$ cat src/rtl/sram_scan_pkg.sv
// Shared frame layout, field offsets and sel decode for the GPIO scan SRAM responder.
package sram_scan_pkg;

    localparam int unsigned FRAME_W     = 112;
    localparam int unsigned SEL_W       = 4;
    localparam int unsigned ADDR_W      = 16;
    localparam int unsigned DATA_W      = 32;
    localparam int unsigned WMASK_W     = 4;
    localparam int unsigned IDX_W       = 4;
    localparam int unsigned SEL_SP_BASE = 8;

    localparam int unsigned WMASK1_LSB  = 0;
    localparam int unsigned WEB1_BIT    = 4;
    localparam int unsigned CSB1_BIT    = 5;
    localparam int unsigned DIN1_LSB    = 6;
    localparam int unsigned ADDR1_LSB   = 38;
    localparam int unsigned WMASK0_LSB  = 54;
    localparam int unsigned WEB0_BIT    = 58;
    localparam int unsigned CSB0_BIT    = 59;
    localparam int unsigned DIN0_LSB    = 60;
    localparam int unsigned ADDR0_LSB   = 92;
    localparam int unsigned SEL_LSB     = 108;

    typedef struct packed {
        logic [SEL_W-1:0]   sel;
        logic [ADDR_W-1:0]  addr0;
        logic [DATA_W-1:0]  din0;
        logic               csb0;
        logic               web0;
        logic [WMASK_W-1:0] wmask0;
        logic [ADDR_W-1:0]  addr1;
        logic [DATA_W-1:0]  din1;
        logic               csb1;
        logic               web1;
        logic [WMASK_W-1:0] wmask1;
    } frame_t;

    typedef struct packed {
        logic             valid;
        logic [IDX_W-1:0] idx;
    } sel_idx_t;

    typedef enum logic {
        ST_IDLE    = 1'b0,
        ST_CAPTURE = 1'b1
    } state_e;

    // Dual-port macros sit at sel 0..num_dp-1, single-port at SEL_SP_BASE upward.
    function automatic sel_idx_t sel2idx(input logic [SEL_W-1:0] sel,
                                         input int unsigned num_dp,
                                         input int unsigned num_sp);
        sel_idx_t r;
        r.valid = 1'b0;
        r.idx   = '0;
        if (32'(sel) < num_dp) begin
            r.valid = 1'b1;
            r.idx   = IDX_W'(sel);
        end else if (32'(sel) >= SEL_SP_BASE && 32'(sel) < SEL_SP_BASE + num_sp) begin
            r.valid = 1'b1;
            r.idx   = IDX_W'(32'(sel) - SEL_SP_BASE + num_dp);
        end
        return r;
    endfunction

endpackage

$ cat src/rtl/sram_scan_shreg.sv
// 112-bit scan frame: serial shift (MSB out first) with parallel reload of the din fields.
module sram_scan_shreg
    import sram_scan_pkg::*;
(
    input  logic               clk,
    input  logic               rst_n,
    input  logic               shift_en_i,
    input  logic               scan_in_i,
    input  logic               load_en_i,
    input  logic               ld0_en_i,
    input  logic [DATA_W-1:0]  ld0_data_i,
    input  logic               ld1_en_i,
    input  logic [DATA_W-1:0]  ld1_data_i,
    output logic [FRAME_W-1:0] frame_o,
    output logic               scan_out_o
);

    logic [FRAME_W-1:0] frame_q;
    logic [FRAME_W-1:0] frame_d;

    // Shift wins over load; a load only touches din fields whose read was valid.
    always_comb begin
        frame_d = frame_q;
        if (shift_en_i) begin
            frame_d = {frame_q[FRAME_W-2:0], scan_in_i};
        end else if (load_en_i) begin
            if (ld0_en_i) frame_d[DIN0_LSB +: DATA_W] = ld0_data_i;
            if (ld1_en_i) frame_d[DIN1_LSB +: DATA_W] = ld1_data_i;
        end
    end

    always_ff @(posedge clk or negedge rst_n) begin
        if (!rst_n) frame_q <= '0;
        else        frame_q <= frame_d;
    end

    assign frame_o    = frame_q;
    assign scan_out_o = frame_q[FRAME_W-1];

endmodule

$ cat src/rtl/sram_scan_ctrl.sv
// GPIO scan responder: one SRAM macro access per global_csb falling edge, read data captured for scan-back.
// Optional build macro SRAM_SCAN_BADSEL_EN adds the sticky err_badsel output and tagged unmapped reads.
module sram_scan_ctrl
    import sram_scan_pkg::*;
#(
    parameter  int unsigned NUM_DP  = 5,
    parameter  int unsigned NUM_SP  = 4,
    localparam int unsigned NUM_MEM = NUM_DP + NUM_SP
) (
    input  logic                      clk,
    input  logic                      resetn,
    input  logic                      scan_en,
    input  logic                      scan_in,
    input  logic                      sram_load,
    input  logic                      global_csb,
    output logic                      scan_out,
`ifdef SRAM_SCAN_BADSEL_EN
    output logic                      err_badsel,
`endif
    output logic [NUM_MEM-1:0]        mem_csb0,
    output logic [NUM_MEM-1:0]        mem_csb1,
    output logic                      mem_web0,
    output logic                      mem_web1,
    output logic [WMASK_W-1:0]        mem_wmask0,
    output logic [WMASK_W-1:0]        mem_wmask1,
    output logic [ADDR_W-1:0]         mem_addr0,
    output logic [ADDR_W-1:0]         mem_addr1,
    output logic [DATA_W-1:0]         mem_din0,
    output logic [DATA_W-1:0]         mem_din1,
    input  logic [NUM_MEM*DATA_W-1:0] mem_dout0,
    input  logic [NUM_MEM*DATA_W-1:0] mem_dout1
);

    logic [FRAME_W-1:0] frame;
    frame_t             fr;
    sel_idx_t           sel_dec;
    logic               acc;

    state_e             state_q, state_d;
    logic               csb_q;
    sel_idx_t           acc_sel_q, acc_sel_d;
    logic               rd0_req_q, rd0_req_d;
    logic               rd1_req_q, rd1_req_d;
    logic [DATA_W-1:0]  dout0_q, dout0_d;
    logic [DATA_W-1:0]  dout1_q, dout1_d;
    logic               rd0_v_q, rd0_v_d;
    logic               rd1_v_q, rd1_v_d;
    logic               ld0_en, ld1_en;
    logic [DATA_W-1:0]  ld0_data, ld1_data;
`ifdef SRAM_SCAN_BADSEL_EN
    localparam logic [DATA_W-1:0] BADSEL_TAG = 32'hBADC0DE0;
    logic [SEL_W-1:0]   acc_raw_q, acc_raw_d;
    logic               err_q, err_d;
`endif

    assign fr      = frame_t'(frame);
    assign sel_dec = sel2idx(fr.sel, NUM_DP, NUM_SP);

    // csb_q edge detect limits us to one access per falling edge of global_csb.
    assign acc = !global_csb && csb_q && !scan_en && (state_q == ST_IDLE) && resetn;

    assign mem_addr0  = frame[ADDR0_LSB +: ADDR_W];
    assign mem_din0   = frame[DIN0_LSB +: DATA_W];
    assign mem_web0   = frame[WEB0_BIT];
    assign mem_wmask0 = frame[WMASK0_LSB +: WMASK_W];
    assign mem_addr1  = frame[ADDR1_LSB +: ADDR_W];
    assign mem_din1   = frame[DIN1_LSB +: DATA_W];
    assign mem_web1   = frame[WEB1_BIT];
    assign mem_wmask1 = frame[WMASK1_LSB +: WMASK_W];

    always_comb begin
        mem_csb0 = '1;
        mem_csb1 = '1;
        if (acc && sel_dec.valid) begin
            for (int unsigned i = 0; i < NUM_MEM; i++) begin
                if (sel_dec.idx == IDX_W'(i)) begin
                    mem_csb0[i] = fr.csb0;
                    if (i < NUM_DP) mem_csb1[i] = fr.csb1;
                end
            end
        end
    end

    // Access context is latched at E0 so shifting during CAPTURE cannot disturb it.
    always_comb begin
        state_d   = state_q;
        acc_sel_d = acc_sel_q;
        rd0_req_d = rd0_req_q;
        rd1_req_d = rd1_req_q;
        dout0_d   = dout0_q;
        dout1_d   = dout1_q;
        rd0_v_d   = rd0_v_q;
        rd1_v_d   = rd1_v_q;
`ifdef SRAM_SCAN_BADSEL_EN
        acc_raw_d = acc_raw_q;
        err_d     = err_q;
`endif
        case (state_q)
            ST_IDLE: begin
                if (acc) begin
                    state_d   = ST_CAPTURE;
                    acc_sel_d = sel_dec;
                    rd0_req_d = !fr.csb0 && fr.web0;
                    rd1_req_d = !fr.csb1 && fr.web1 && (32'(sel_dec.idx) < NUM_DP);
`ifdef SRAM_SCAN_BADSEL_EN
                    acc_raw_d = fr.sel;
                    if (!sel_dec.valid) err_d = 1'b1;
`endif
                end
            end
            ST_CAPTURE: begin
                state_d = ST_IDLE;
                dout0_d = '0;
                dout1_d = '0;
                rd0_v_d = 1'b0;
                rd1_v_d = 1'b0;
                if (acc_sel_q.valid) begin
                    for (int unsigned i = 0; i < NUM_MEM; i++) begin
                        if (acc_sel_q.idx == IDX_W'(i)) begin
                            dout0_d = mem_dout0[i*DATA_W +: DATA_W];
                            dout1_d = mem_dout1[i*DATA_W +: DATA_W];
                        end
                    end
                    rd0_v_d = rd0_req_q;
                    rd1_v_d = rd1_req_q;
                end
`ifdef SRAM_SCAN_BADSEL_EN
                else begin
                    dout0_d = BADSEL_TAG | DATA_W'(acc_raw_q);
                    dout1_d = BADSEL_TAG | DATA_W'(acc_raw_q);
                    rd0_v_d = 1'b1;
                    rd1_v_d = 1'b1;
                end
`endif
            end
            default: state_d = ST_IDLE;
        endcase
    end

    // A load coinciding with the capture edge sees the value being captured.
    always_comb begin
        ld0_en   = rd0_v_q;
        ld1_en   = rd1_v_q;
        ld0_data = dout0_q;
        ld1_data = dout1_q;
        if (state_q == ST_CAPTURE) begin
            ld0_en   = rd0_v_d;
            ld1_en   = rd1_v_d;
            ld0_data = dout0_d;
            ld1_data = dout1_d;
        end
    end

    always_ff @(posedge clk or negedge resetn) begin
        if (!resetn) begin
            state_q   <= ST_IDLE;
            csb_q     <= 1'b1;
            acc_sel_q <= '0;
            rd0_req_q <= 1'b0;
            rd1_req_q <= 1'b0;
            dout0_q   <= '0;
            dout1_q   <= '0;
            rd0_v_q   <= 1'b0;
            rd1_v_q   <= 1'b0;
        end else begin
            state_q   <= state_d;
            csb_q     <= global_csb;
            acc_sel_q <= acc_sel_d;
            rd0_req_q <= rd0_req_d;
            rd1_req_q <= rd1_req_d;
            dout0_q   <= dout0_d;
            dout1_q   <= dout1_d;
            rd0_v_q   <= rd0_v_d;
            rd1_v_q   <= rd1_v_d;
        end
    end

`ifdef SRAM_SCAN_BADSEL_EN
    always_ff @(posedge clk or negedge resetn) begin
        if (!resetn) begin
            acc_raw_q <= '0;
            err_q     <= 1'b0;
        end else begin
            acc_raw_q <= acc_raw_d;
            err_q     <= err_d;
        end
    end

    assign err_badsel = err_q;
`endif

    sram_scan_shreg u_shreg (
        .clk        (clk),
        .rst_n      (resetn),
        .shift_en_i (scan_en),
        .scan_in_i  (scan_in),
        .load_en_i  (sram_load && !scan_en),
        .ld0_en_i   (ld0_en),
        .ld0_data_i (ld0_data),
        .ld1_en_i   (ld1_en),
        .ld1_data_i (ld1_data),
        .frame_o    (frame),
        .scan_out_o (scan_out)
    );

endmodule
$ cat config.mk
export PLATFORM = sky130hd
export DESIGN_NAME = sram_scan_ctrl
export DESIGN_NICKNAME = d
export VERILOG_FILES = /design/src/rtl/sram_scan_pkg.sv /design/src/rtl/sram_scan_shreg.sv /design/src/rtl/sram_scan_ctrl.sv
export SDC_FILE = /design/constraint.sdc
export NUM_CORES = 1
export LEC_CHECK = 0
export BUFFER_PORTS_ARGS = -buffer_cell sky130_fd_sc_hd__buf_2
export CORE_AREA = 5 5 275 277
export DETAILED_ROUTE_END_ITERATION = 8
export DIE_AREA = 0 0 280 282
export MAX_ROUTING_LAYER = met4
export PLACE_DENSITY = 0.49
export SKIP_LAST_GASP = 1
export SLEW_MARGIN = 15
export SYNTH_ARGS = -nofsm -noshare
export SYNTH_HDL_FRONTEND = slang
export SYNTH_SLANG_ARGS = --single-unit
$ cat constraint.sdc
create_clock -name clk -period 3.4 [get_ports clk]
set_input_delay 0.34 -clock clk [delete_from_list [all_inputs] [get_ports clk]]
set_output_delay 0.34 -clock clk [all_outputs]
set_load 0.005 [all_outputs]
==> flow_summary_export.csv, run 1 <==
group,metric,value,unit
die,start_util,19.6,%
cts,cts_buffer_depth,2,
setup_path,r2r_slack,0.68,ns
route,drt-total-wl,86700,um
die,die_y,282,um
route,vias,15400,
timing,fmax,0.319,GHz
route,drt-initial-drc-count,1146,
logic_synthesis,synthFlopType,"dfrtp_1",
logic_synthesis,yosysSeqAreaShare,32.8,%
logic_synthesis,synth.top_cell.area_share,32.6,%
finish,n_fill_cell,8083,
timing,setup_viol,0,
route,vias_per_cell,4.78,
placed_design,dp_cells,3163,
logic_synthesis,synthCells,1702,
setup_path,worstPathRequired,3.06,ns
setup_path,cp.depth,7,
placed_design,gp_congestion,0.972,
timing,hold_ws,0.0866,ns
grt,track_usage,21.1,%
die,ios,707,
logic_synthesis,ys_types,54,
grt,grt_first_pass_wirelength,116000,um
finish,final_cell_mix,"buf_2 (700), dfrtp_1 (182), nand2_1 (176)",
logic_synthesis,synth-seq-cells,187,
timing,hold_viol_final,0,
setup_path,crit_slowest_cell,"dfrtp_2",
status,status,"finished, final reports clean",
setup_path,cp-startpoint,"state_q$_DFF_PN0_",
cts,cts.sinks,187,
setup_path,cpMostUsedCell,"nand2_1",
die,die_area,79000,sq um
finish,final_cells,3225,
die,die_w,280,um
logic_synthesis,yosys-top-cells-area,"dfrtp_1 (33%), mux2_2 (9.4%), mux2i_1 (6.4%)",
route,drc,0,
die,rows,99,
setup_path,reg2reg_depth,4,
finish,drive_gt1_share,41.8,%
timing,slew_violations,0,
timing,rsz0062_at_grt,"no",
cts,clock_tree.root_cell,"clkbuf_16",
setup_path,end_kind,"primary output",
timing,fin_tns_setup,0,ns
finish,layout_commonest_cell,"buf_2",
grt,grt_pass1_vias,15000,
placed_design,port_buffers,702,
job,max_cap_violations,0,
setup_path,path_buf_inv,2,
cts,htree_levels,4,
setup_path,r2r-end,"u_shreg.frame_o[23]$_DFFE_PN0P_",
route,final_antenna_net_count,0,
logic_synthesis,ys_warn_count,0,
logic_synthesis,synth-edff-count,0,
grt,grt_max_degree,148,
cts,clk_latency,0.49,ns
timing,finalCriticalPeriod,3.14,ns
setup_path,crit_end,"mem_csb0[8]",
die,core_area,72600,sq um
power,p_leak,8.46,nW
timing,tightest_slew,0.982,ns
timing,maxSlewHeadroom,34.5,%
grt,grt_overflow,0,
grt,antenna_found_initial,44,
power,finalPower,0.0112,W
route,wl_per_cell,26.9,um
setup_path,worst_setup_path_start_kind,"register",
logic_synthesis,synth_area_per_cell,8.38,sq um
setup_path,path_max_fanout,22,
setup_path,crit_type,"register to primary output",
setup_path,cpPeakStageDelay,0.58,ns
finish,final_util,25.9,%
route,firstDrtPassIters,7,
placed_design,dpl.hpwl,70900,um
timing,skew,0.0133,ns
logic_synthesis,yosysTopAreaCell,"dfrtp_1",
power,p_per_area,596,nW/um^2
worst_hold_path,hold_path_class,"input port to register",
setup_path,cp_top_family,"simple AND/OR/NAND/NOR gates",
cts,cts_buffers,17,
cts,clk_pin_slew,0.08,ns
finish,fin_nets,2809,
logic_synthesis,synth.cell_area,14300,sq um
logic_synthesis,synthArstFlopShare,100,%
cts,cts_tree,"done",
setup_path,arrival,2.80,ns
setup_path,path_cells,"nor4b_1 -> nand2_1 -> inv_1 -> nand2_1 -> nor4_1 -> nand3_1 -> buf_2",
timing,final.period_utilization,92.3,%
setup_path,timing.rr.start,"acc_sel_q[3]$_DFFE_PN0P_",
finish,syn_to_final_growth,31.9,%
power,vdd_drop_max,0.378,mV
worst reg2reg max path, delay by kind of cell (launching register included):
family | cells | cell delay (ns)
and+or+nand+nor | 2 | 1.23
AOI/OAI and AO/OA | 2 | 0.71
DFF | 1 | 0.65
stage by stage:
step / setup WS, ns / instance area (sq um)
final: 0.263 / 18800
after global routing: 0.0792 / 18800
after CTS: 0.292 / 18700
after detailed placement: 0.673 / 18100
after global placement: 0.690 / 18100
after floorplan: 1.33 / 14300
layer usage:
layer	vias to the layer above	global-route usage [%]	part of all wire, %
met4	0	5.24	2.1
met3	79	6.29	8.7
met1	7462	26.6	42
li1	7185	-	-
met2	702	33.2	47
met5	-	-	0
cell families (layout without fill, tap and decap cells):
family	Yosys count	after routing	synth area share (%)
adders and majority gates	2	2	0.175
buffers and inverters	290	823	11.1
and+or+nand+nor	474	474	15.0
muxes	210	210	15.8
other	1	32	0.0263
DFF	187	187	32.8
AOI/OAI and AO/OA	538	538	25.1
synth_stat cells (6+ instances only):
library cell  number
o21ai_0           67
o22ai_1          108
and3_1            16
o21a_1            23
o21ai_1           21
dfrtp_1          186
nor3_1            18
nand2b_1          33
nand3_1            7
a31oi_1            8
a21oi_2            6
mux2_2           119
nand2_1          177
a21oi_1          117
inv_1             33
o221ai_1          52
a21o_1             9
a221o_1           22
buf_1             14
nor2_1           162
buf_4            112
a22o_1            13
a211oi_1          43
nor4_1             9
nor2b_1           28
mux2i_1           91
a2bb2oi_1         14
a221oi_1           9
buf_2             36
clkbuf_1          91
sequential cells by signal, indices dropped and copies added (netlist names):
register         cells
u_shreg.frame_o    112
dout0_q             32
dout1_q             32
acc_sel_q            5
csb_q                1
rd0_req_q            1
rd0_v_q              1
rd1_req_q            1
rd1_v_q              1
state_q              1
worst min-delay path by stage:
stage	from	to	slack, ns	cells past startpoint
floorplan	resetn	acc_sel_q[0]$_DFFE_PN0P_	0.04	0
global placement	resetn	u_shreg.frame_o[100]$_DFFE_PN0P_	0.24	1
detailed placement	resetn	u_shreg.frame_o[100]$_DFFE_PN0P_	0.24	1
CTS	scan_in	u_shreg.frame_o[0]$_DFFE_PN0P_	0.04	2
global route	scan_in	u_shreg.frame_o[0]$_DFFE_PN0P_	0.05	2
finish	scan_in	u_shreg.frame_o[0]$_DFFE_PN0P_	0.09	2
repair_timing:
item	4_1_cts	5_1_grt
setup buffers	0	0
hold endpoints to repair	33	0
resized for setup	0	0
hold buffers	2	0
cell type report:
type	count	area, sq um	area share [%]
Clock buffer	17	425	2.26
Timing Repair Buffer	758	4020	21.4
Clock inverter	15	221	1.18
Sequential cell	187	4690	24.9
Tap cell	959	1200	6.38
Antenna cell	28	70.1	0.373
Multi-Input combinational cell	1228	8050	42.8
Inverter	33	124	0.659
where the power goes:
group          switching, W  internal (W)  leakage (nW)  total [W]
registers          0.000560       0.00277          2.41    0.00333
clock network       0.00113       0.00114         0.306    0.00227
logic               0.00335       0.00226          5.75    0.00561
total               0.00504       0.00618          8.46     0.0112
(Power assumes the default switching activity.)
==> inputs of run 2 (changes only) <==
==> constraint.sdc (replaced) <==
create_clock -name clk -period 3.4 [get_ports clk]
set_input_delay 0.34 -clock clk [delete_from_list [all_inputs] [get_ports clk]]
set_output_delay 0.34 -clock clk [all_outputs]
set_load 0.01 [all_outputs]
==> run 2 against run 1 <==
  * Maximum frequency is essentially flat
  * Critical path depth is the same
  * Flip-flop and latch count is the same
  * Largest cell class unchanged
==> flow_summary_export.csv, run 2 (synthesized netlist as in run 1, its figures left out) <==
group,metric,value,unit
cts,cts_tree,"done",
cts,cts_buffer_depth,2,
die,ios,707,
job,max_cap_violations,0,
setup_path,crit_type,"register to primary output",
route,drt-total-wl,86800,um
route,drc,0,
timing,slew_violations,0,
finish,largest_reg_flops,112,
timing,maxSlewHeadroom,32.8,%
cts,cts.sinks,187,
die,die_y,282,um
route,firstDrtPassIters,5,
setup_path,arrival,2.80,ns
power,vdd_drop_max,0.396,mV
die,die_area,79000,sq um
cts,post_cts_resized,0,
grt,grt_pass1_vias,15200,
setup_path,end_kind,"primary output",
timing,rsz0062_at_grt,"no",
grt,antenna_found_initial,48,
placed_design,dpl.hpwl,70900,um
setup_path,path_max_fanout,22,
cts,htree_levels,4,
timing,fin_tns_setup,0,ns
placed_design,dp_slack,0.575,ns
finish,n_fill_cell,8121,
status,status,"finished, final reports clean",
setup_path,worst_setup_path_start_kind,"register",
die,rows,99,
cts,clock_tree.root_cell,"clkbuf_16",
finish,fin_nets,2808,
timing,skew,0.0240,ns
timing,hold_viol_final,0,
setup_path,worstPathRequired,3.06,ns
timing,final.period_utilization,92.2,%
timing,fin_ws,0.264,ns
timing,tightest_slew,1.01,ns
power,p_leak,8.44,nW
timing,setup_viol,0,
cts,clk_pin_slew,0.08,ns
grt,track_usage,21.3,%
grt,grt_first_pass_wirelength,117000,um
finish,layout_commonest_cell,"buf_2",
placed_design,port_buffers,702,
grt,grt_overflow,0,
cts,clk_latency,0.50,ns
route,wl_per_cell,26.9,um
finish,drive_gt1_share,41.8,%
die,core_area,72600,sq um
timing,fmax,0.319,GHz
grt,grt_max_degree,148,
power,p_per_area,597,nW/um^2
worst_hold_path,hold_path_class,"input port to register",
placed_design,gp_congestion,0.999,
route,vias_per_cell,4.78,
route,drt-initial-drc-count,1189,
die,start_util,19.6,%
finish,final_cell_mix,"buf_2 (700), dfrtp_1 (182), nand2_1 (176)",
finish,syn_to_final_growth,31.8,%
die,die_w,280,um
route,vias,15500,
route,final_antenna_net_count,0,
timing,finalCriticalPeriod,3.14,ns
cts,cts_buffers,17,
-- run 2: cell count changes in the layout (fill, tap and decap cells not counted) --
cell / previous run / this run
inv_8: 2 / 4
diode_2: 28 / 37
inv_12: 2 / 0
clkbuf_8: 0 / 2
clkinvlp_4: 2 / 3
buf_4: 49 / 46
buf_12: 5 / 7
bufinv_16: 2 / 0
clkinv_4: 1 / 2
inv_6: 2 / 0
-- run 2: worst paths after layout --
kind | from | end | slack [ns] | depth (start not counted)
min in group asynchronous | resetn | u_shreg.frame_o[99]$_DFFE_PN0P_ | 0.59 | 3
setup reg to reg | acc_sel_q[0]$_DFFE_PN0P_ | dout0_q[26]$_DFF_PN0_ | 0.54 | 7
setup / recovery | state_q$_DFF_PN0_ | mem_csb0[8] | 0.26 | 7
max in group asynchronous | resetn | acc_sel_q[1]$_DFFE_PN0P_ | 1.52 | 4
hold reg to reg | dout0_q[30]$_DFF_PN0_ | dout0_q[30]$_DFF_PN0_ | 0.48 | 2
hold / removal | scan_in | u_shreg.frame_o[0]$_DFFE_PN0P_ | 0.08 | 2
-- run 2: critical path, stage by stage, from the launching register on --
cell and delay, ns:
dfrtp_2 0.57, nor4b_1 0.36, nand2_1 0.12, inv_1 0.25
nand2_1 0.26, nor4_1 0.42, nand3_1 0.15, buf_2 0.17
-- run 2: cell type report --
cell class              count  area [sq um]  share of cell area (%)
repair buffers            757          4040                    21.5
inverters                  33           124                   0.659
flip-flops and latches    187          4690                    25.0
multi-input cells        1228          8050                    42.8
well taps                 959          1200                    6.38
clock inverters            13           150                   0.799
clock buffers              19           453                    2.41
diodes                     37          92.6                   0.493
-- run 2: power by group --
group / switching [W] / total (W) / internal (W) / leakage [nW]
sequential: 0.000574 / 0.00335 / 0.00277 / 2.41
combinational: 0.00345 / 0.00573 / 0.00228 / 5.74
clock: 0.00112 / 0.00214 / 0.00102 / 0.285
total: 0.00514 / 0.0112 / 0.00607 / 8.44
-- run 2: what timing repair did --
item | 4_1_cts | 5_1_grt
hold endpoints to repair | 9 | 0
hold buffers | 2 | 0
setup buffers | 0 | 0
-- run 2: stage by stage --
stage	power [W]	instance area [sq um]	hold WS [ns]	util [%]	cells
4_1_cts	0.0113	18700	0.0255	25.8	3196
5_1_grt	0.0119	18800	0.0521	25.9	3230
3_5_place_dp	0.00909	18100	0.465	24.9	3162
2_1_floorplan	0.00693	14300	0.0444	-	1705
3_3_place_gp	0.00910	18100	0.460	24.9	3162
6_report	0.0112	18800	0.0807	25.9	3233
-- run 2: layer usage --
| metal | vias up | routed length, um | global-route usage [%] | part of all wire [%] |
|---|---|---|---|---|
| li1 | 7187 | - | - | - |
| met1 | 7480 | 35900 | 26.4 | 41 |
| met2 | 702 | 40200 | 32.6 | 46 |
| met3 | 92 | 8430 | 7.44 | 9.7 |
| met4 | 0 | 2310 | 6.78 | 2.7 |
| met5 | - | 0 | - | 0 |
